`src/rtl/booth_pkg.sv`:
```
// Shared types and constants for the sequential radix-2 Booth multiplier.
package booth_pkg;

    localparam int BOOTH_WIDTH = 4;

    typedef logic [1:0] state_t;

    localparam state_t IDLE  = 2'd0;
    localparam state_t EVAL  = 2'd1;
    localparam state_t SHIFT = 2'd2;
    localparam state_t DONE  = 2'd3;

    localparam logic [1:0] BOOTH_SUB = 2'b10;
    localparam logic [1:0] BOOTH_ADD = 2'b01;

endpackage

```
`src/rtl/booth_addsub.sv`:
```
// Booth step: add, subtract or pass the multiplicand, modulo 2^(WIDTH+1).
module booth_addsub
    import booth_pkg::*;
#(
    parameter int WIDTH = BOOTH_WIDTH
) (
    input  logic [WIDTH:0] a_i,
    input  logic [WIDTH:0] m_i,
    input  logic [1:0]     sel_i,
    output logic [WIDTH:0] y_o
);

    always_comb begin
        y_o = a_i;
        case (sel_i)
            BOOTH_SUB: y_o = a_i - m_i;
            BOOTH_ADD: y_o = a_i + m_i;
            default:   y_o = a_i;
        endcase
    end

endmodule

```
`src/rtl/booth_seq_ctrl.sv`:
```
// Sequential radix-2 Booth multiplier: one evaluate and one shift cycle
// per multiplier bit, registered product and one-cycle done pulse.
module booth_seq_ctrl
    import booth_pkg::*;
#(
    parameter int WIDTH = BOOTH_WIDTH
) (
    input  logic                 clk,
    input  logic                 rst,
    input  logic                 start,
    input  logic [WIDTH-1:0]     multiplicand,
    input  logic [WIDTH-1:0]     multiplier,
    output logic                 busy,
    output logic                 done,
    output logic [WIDTH:0]       acc,
    output logic [2*WIDTH-1:0]   product
);

    localparam int CW = $clog2(WIDTH + 1);

    state_t               state_q, state_d;
    logic [WIDTH:0]       a_q, a_d;
    logic [WIDTH:0]       m_q, m_d;
    logic [WIDTH-1:0]     qr_q, qr_d;
    logic                 q1_q, q1_d;
    logic [CW-1:0]        cnt_q, cnt_d;
    logic [2*WIDTH-1:0]   prod_q, prod_d;
    logic [WIDTH:0]       sum;

    booth_addsub #(.WIDTH(WIDTH)) u_addsub (
        .a_i   (a_q),
        .m_i   (m_q),
        .sel_i ({qr_q[0], q1_q}),
        .y_o   (sum)
    );

    always_comb begin
        state_d = state_q;
        a_d     = a_q;
        m_d     = m_q;
        qr_d    = qr_q;
        q1_d    = q1_q;
        cnt_d   = cnt_q;
        prod_d  = prod_q;
        unique case (state_q)
            IDLE: begin
                if (start) begin
                    m_d     = {multiplicand[WIDTH-1], multiplicand};
                    qr_d    = multiplier;
                    a_d     = '0;
                    q1_d    = 1'b0;
                    cnt_d   = CW'(WIDTH);
                    state_d = EVAL;
                end
            end
            EVAL: begin
                a_d     = sum;
                state_d = SHIFT;
            end
            SHIFT: begin
                // Arithmetic right shift of the {A, Q, q_1} chain.
                a_d   = {a_q[WIDTH], a_q[WIDTH:1]};
                qr_d  = {a_q[0], qr_q[WIDTH-1:1]};
                q1_d  = qr_q[0];
                cnt_d = cnt_q - CW'(1);
                if (cnt_q == CW'(1)) begin
                    prod_d  = {a_q, qr_q[WIDTH-1:1]};
                    state_d = DONE;
                end else begin
                    state_d = EVAL;
                end
            end
            DONE: state_d = IDLE;
            default: state_d = IDLE;
        endcase
    end

    always_ff @(posedge clk) begin
        if (!rst) begin
            state_q <= IDLE;
            a_q     <= '0;
            m_q     <= '0;
            qr_q    <= '0;
            q1_q    <= 1'b0;
            cnt_q   <= '0;
            prod_q  <= '0;
        end else begin
            state_q <= state_d;
            a_q     <= a_d;
            m_q     <= m_d;
            qr_q    <= qr_d;
            q1_q    <= q1_d;
            cnt_q   <= cnt_d;
            prod_q  <= prod_d;
        end
    end

    assign busy    = (state_q != IDLE);
    assign done    = (state_q == DONE);
    assign acc     = a_q;
    assign product = prod_q;

endmodule

```
`config.mk`:
```
export PLATFORM = sky130hd
export DESIGN_NAME = booth_seq_ctrl
export DESIGN_NICKNAME = d
export VERILOG_FILES = /design/src/rtl/booth_pkg.sv /design/src/rtl/booth_addsub.sv /design/src/rtl/booth_seq_ctrl.sv
export SDC_FILE = /design/constraint.sdc
export NUM_CORES = 1
export LEC_CHECK = 0
export BUFFER_PORTS_ARGS = -buffer_cell sky130_fd_sc_hd__buf_4
export CAP_MARGIN = 15
export CORE_AREA = 3 3 61 63
export CTS_CLUSTER_DIAMETER = 40
export CTS_CLUSTER_SIZE = 20
export DETAILED_ROUTE_END_ITERATION = 7
export DIE_AREA = 0 0 64 66
export PLACE_DENSITY = 0.8
export SETUP_SLACK_MARGIN = 0.02
export SLEW_MARGIN = 20
export SYNTH_ARGS = -nofsm -noshare
export SYNTH_HDL_FRONTEND = slang
export SYNTH_HIERARCHICAL = 1
export SYNTH_SLANG_ARGS = --single-unit
```
`constraint.sdc`:
```
create_clock -name clk -period 2 [get_ports clk]
set_clock_uncertainty 0.1 [all_clocks]
set_input_delay 0.4 -clock clk [delete_from_list [all_inputs] [get_ports clk]]
set_output_delay 0.4 -clock clk [all_outputs]
set_load 0.05 [all_outputs]
```
=== After elaboration in Yosys (flattened, before gate mapping) ===
Index checks and enable logic that the tools add are counted.

* Output and inout port bits: 15
* Memories: 0
* Bits in read-only memories: 0
* Bits in writable memories: 0
* Latch bits: 0
* Input bits: 11
* Register bits after elaboration: 27

* Magnitude comparators: 0
* Bitwise gates (word level): 1
* Divide/modulo/power cells: 0
* Reductions and logical operators: 10
* Add/subtract/negate cells: 3
* Shifts and indexed selects: 0
* Multipliers: 0
* Equality and inequality tests: 8
* Mux-type cells: 12

{| class="wikitable"
|+ Operators with widths
! operator !! number
|-
| case mux 5 bit (3 select lines) || 1
|-
| case mux 5 bit (2 select lines) || 1
|-
| case mux 2 bit (4 select lines) || 1
|-
| case mux 4 bit (2 select lines) || 1
|-
| == test 2 bit (second input constant) || 3
|-
| case mux 3 bit (2 select lines) || 1
|-
| AND reduction 2 bit || 3
|-
| nonzero test 2 bit || 3
|-
| adder 5 bit || 1
|-
| 2-to-1 mux 5 bit || 1
|-
| subtractor 5 bit || 1
|-
| == test 2 x 1 -> 1 bit (second input constant) || 2
|-
| 2-to-1 mux 2 bit || 2
|-
| 2-to-1 mux 4 bit || 1
|-
| AND reduction 4 bit || 1
|-
| == test 3 x 1 -> 1 bit (second input constant) || 1
|-
| 2-to-1 mux 3 bit || 1
|-
| inequality test 3 x 1 -> 1 bit (second input constant) || 1
|-
| AND reduction 3 bit || 1
|-
| nonzero test 3 bit || 1
|-
| subtractor 3 x 1 -> 3 bit (second input constant) || 1
|-
| zero test 2 bit || 1
|-
| inequality test 2 bit (second input constant) || 1
|-
| case mux 1 bit (2 select lines) || 1
|-
| 2 further kinds || 2
|}

=== Longest topological paths before layout ===
* Word-level depth: 3
* Mapped depth: 12
* Gate-level depth less buffers: 12

=== Cells and area by module ===
Netlist, hierarchy kept.

{| class="wikitable"
|+ By module, submodules not included
! module !! area each (um^2) !! times used !! cells an instance
|-
| booth_seq_ctrl || 1273.7 || 1 || 132
|-
| booth_addsub || 321.6 || 1 || 40
|}

=== Worst setup path before layout ===
No wires, ideal clock.

* Kind: reg2reg
* From: reg m_q[0]
* To: reg a_q[1], in the netlist acc[1]
* Slack: -0.246 ns
* Required time: 1.785 ns
* Arrival: 2.031 ns
* Library setup time: 0.115 ns
* Path buffers: 0
* Cell stages (with the launch flop): 9
* Clock period less this slack: 2.246 ns
* Cell sequence: dfxtp_1 -> inv_1 -> ha_1 -> mux2_2 -> fa_1 -> mux2_2 -> a22oi_1 -> nor4_1 -> a31o_1

* Longest elaborated chain between the ends: 3
* Elaborated cells on any way between the ends: 4

{| class="wikitable"
|+ RTL lines
! element !! line !! text
|-
| start: declaration || booth_seq_ctrl.sv:23 || <nowiki>logic [WIDTH:0] m_q, m_d;</nowiki>
|-
| start signal: assignment || booth_seq_ctrl.sv:90 || <nowiki>m_q <= m_d;</nowiki>
|-
| adder 5 bit or subtractor 5 bit (tied branches) || booth_addsub.sv:17, booth_addsub.sv:16 ||
|-
| case mux 5 bit (2 select lines) * || booth_addsub.sv:15 || <nowiki>case (sel_i)</nowiki>
|-
| via sum[1] || booth_seq_ctrl.sv:28 || <nowiki>logic [WIDTH:0] sum;</nowiki>
|-
| case mux 5 bit (3 select lines) * || booth_seq_ctrl.sv:45 || <nowiki>unique case (state_q)</nowiki>
|-
| end signal: assignment || booth_seq_ctrl.sv:81 || <nowiki>a_q <= '0;</nowiki>
|-
| end signal: assignment || booth_seq_ctrl.sv:89 || <nowiki>a_q <= a_d;</nowiki>
|-
| end: declaration || booth_seq_ctrl.sv:22 || <nowiki>logic [WIDTH:0] a_q, a_d;</nowiki>
|}

The timed path passes the listed nets; every way through them passes the cells marked *.
A chain may end at the register's enable or synchronous reset.

=== Worst setup path after layout ===
* From: reg qr_q[0]
* To: reg a_q[4], in the netlist acc[4]

* Longest elaborated chain between the ends: 3
* Elaborated cells on any way between the ends: 6

{| class="wikitable"
|+ RTL lines
! element !! line !! text
|-
| start: declaration || booth_seq_ctrl.sv:24 || <nowiki>logic [WIDTH-1:0] qr_q, qr_d;</nowiki>
|-
| start signal: assignment || booth_seq_ctrl.sv:91 || <nowiki>qr_q <= qr_d;</nowiki>
|-
| == test 2 x 1 -> 1 bit or == test 2 bit (tied branches) || booth_addsub.sv:15 ||
|-
| case mux 5 bit (2 select lines) * || booth_addsub.sv:15 ||
|-
| via sum[4] || booth_seq_ctrl.sv:28 ||
|-
| case mux 5 bit (3 select lines) * || booth_seq_ctrl.sv:45 ||
|}

Marks and branches as above.

==> impl_metrics.yaml <==
grt:
  grt_util_all_layers_pct: 18.9
  antenna_found_initial: 0
  grt_max_degree: 18
  grt_pass1_vias: 1355
  grt_pass1_wl_mm: 6.29
  grt_overflow: 0
cts:
  cts-root-buf: "clkbuf_4"
  ctsHoldBuffers: 0
  cts_tree: "done"
  cts_buffers: 3
  clockBufferDepth: 2
  htree_levels: 1
  cts.sinks: 27
  path_clk_slew_ns: 0.15
  insertion_delay_ns: 0.34
worst_setup_path:
  r2r-start: "qr_q[0]"
  cp-start-kind: "register"
  r2r_setup_slack_ns: -0.28
  end_kind: "register"
  ff2ff_path_depth: 11
  path_max_fanout: 4
  worstPathArrival_ns: 2.47
  required_ns: 2.18
  r2r-end: "acc[4]"
  criticalPathCategory: "register to register"
placed_design:
  place.gp.congestion: 0.854
  post-place-ws_ns: -0.322
  hpwl_mm: 2.74
  dp.cells: 250
  portBuffers: 25
power_and_ir_drop:
  power_density_mw_per_mm2: 764
  ir_drop_mv: 0.318
  power_w: 0.00159
  p_leak_nw: 0.924
yosys:
  avgSynthCellArea_sq_um: 9.27
  synthMuxAreaShare_pct: 11.8
  synthXorXnorAreaFrac_pct: 2.75
  synth-edff-count: 0
  synth_top_family_by_area: "simple AND/OR/NAND/NOR gates"
  synthAdderAreaFrac_pct: 13.0
  synth-seq-area-share_pct: 33.9
  syn_nets: 199
  synth-async-reset-ratio_pct: 0
  ys_seq_elements: 27
  yosysWarnings: 6
  synth_compound_area_share_pct: 15.1
  synth-main-ff-cell: "dfxtp_1"
  synthCells: 172
  yosysUniqueCellTypes: 36
  yosys.area_share.simple_pct: 18.2
  syn_area_sq_mm: 0.00160
layout:
  drive_above_1_share_pct: 42.5
  stdcell_count: 258
  final_common_cell: "buf_4"
  diodes: 0
  nets: 240
  fin_util_pct: 63.5
  layout.cells.most_common_list: "buf_4, dfxtp_1, mux2i_1, nor2_1, ha_1"
  syn2layout_area_growth_pct: 30.7
drt:
  wire_per_inst_um: 14.8
  drt_iter0_drc: 116
  drc: 0
  viasPerCell: 5.36
  vias: 1382
  drt_wl_total_mm: 3.82
  drt_pre_antenna_iters: 4
  ant_nets: 0
floorplan:
  core_area_sq_mm: 0.00328
  die_x_um: 64
  start_util_pct: 48.6
  die_area_sq_mm: 0.00422
  ios: 26
  fp.dieH_um: 66
  rows: 21
sta:
  finalHoldViolations: 0
  setup_slack_ns: -0.285
  min_period_ns: 2.28
  drv_slew: 0
  setup_viol: 4
  slew_headroom_pct: 61.8
  rsz0062_at_grt: "true"
  fin_crit_sh_pct: 114
  fmax_mhz: 438
  worstMarginPinSlew_ns: 0.572
min_path:
  min_path_cells: 3
  min_from: "multiplicand[2]"
  holdPathEnd: "m_q[2]"
  hp-class: "input port to register"
status:
  violations: "negative setup slack"
  status: "finished, violations left"
run:
  cap_violations: 0
per-layer routing:
layer	share of wire (%)	wire [um]	vias to the layer above	GRT usage [%]
met5	0	0	-	0
li1	-	-	689	-
met1	42	1600	652	22.8
met3	3.3	125	8	3.74
met4	2.3	89	0	7.01
met2	53	2010	33	33.0
per-stage QoR:
step / TNS, ns / cell area (sq um) / hold slack [ns]
6_report: -0.911 / 2080 / 0.201
3_3_place_gp: -0.526 / 1950 / 0.363
2_1_floorplan: -0.280 / 1640 / 0.349
3_5_place_dp: -0.770 / 1950 / 0.370
4_1_cts: -0.806 / 2040 / 0.195
5_1_grt: -1.28 / 2080 / 0.205
final cells by class:
cell class / instances / area (sq um)
repair buffers: 44 / 342
multi-input cells: 127 / 1070
inverters: 10 / 37.5
clock inverters: 1 / 7.51
clock buffers: 3 / 22.5
well taps: 46 / 57.6
fillers: 284 / 1200
flip-flops and latches: 27 / 549
Yosys cell counts, drive strengths merged (4+ instances only):
cell | count | share of area [%]
a211oi | 6 | 4.7
a21oi | 12 | 3.8
a22oi | 4 | 1.9
a31o | 4 | 2.2
buf | 5 | 2.1
dfxtp | 27 | 34
ha | 15 | 12
inv | 10 | 2.4
mux2 | 4 | 3.1
mux2i | 14 | 8.8
nand2 | 11 | 2.6
nand2b | 4 | 1.6
nand3 | 9 | 2.8
nor2 | 18 | 4.9
nor4 | 4 | 1.6
critical path, stage by stage, from the launching register on:
cell	delay, ns
dfxtp_2	0.37
inv_2	0.05
ha_4	0.18
nor2_2	0.12
xor2_1	0.18
ha_1	0.30
a21oi_2	0.21
and3b_2	0.22
mux2i_2	0.09
xnor2_1	0.15
nand4b_1	0.13
a21oi_2	0.14
power breakdown:
part | switching [W] | leakage (nW) | total, W | internal, W
clock network | 0.000171 | 0.0139 | 0.000248 | 0.0000768
registers | 0.0000432 | 0.223 | 0.000634 | 0.000590
logic | 0.000391 | 0.687 | 0.000712 | 0.000321
total | 0.000605 | 0.924 | 0.00159 | 0.000988
worst max path at each step:
stage             from      to  cells past startpoint  slack (ns)
3_5_place_dp    m_q[1]  acc[4]                     11       -0.32
4_1_cts         m_q[1]  acc[4]                     11       -0.27
3_3_place_gp    m_q[1]  acc[4]                     11       -0.17
5_1_grt        qr_q[0]  acc[4]                     11       -0.38
2_1_floorplan   acc[1]  acc[1]                      5       -0.13
6_report       qr_q[0]  acc[4]                     11       -0.28
state kept, by name (all words and copies together) (netlist names):
name and flops:
product 8, acc 5, m_q 4, qr_q 4, cnt_q 3, state_q 2
q1_q 1
repair_timing:
item | CTS | global route
setup endpoints to repair | 5 | 5
cloned | 0 | 0
setup buffers | 3 | 1
resized for setup | 11 | 10
pin swaps | 5 | 4
cells by family after synthesis:
kind of cell	Yosys count
compound gates	32
flops	27
fa+ha+maj	16
mux	18
buf+inv	18
simple gates	56
xor+xnor	5
Note: power is estimated with default switching activity, not from simulation.
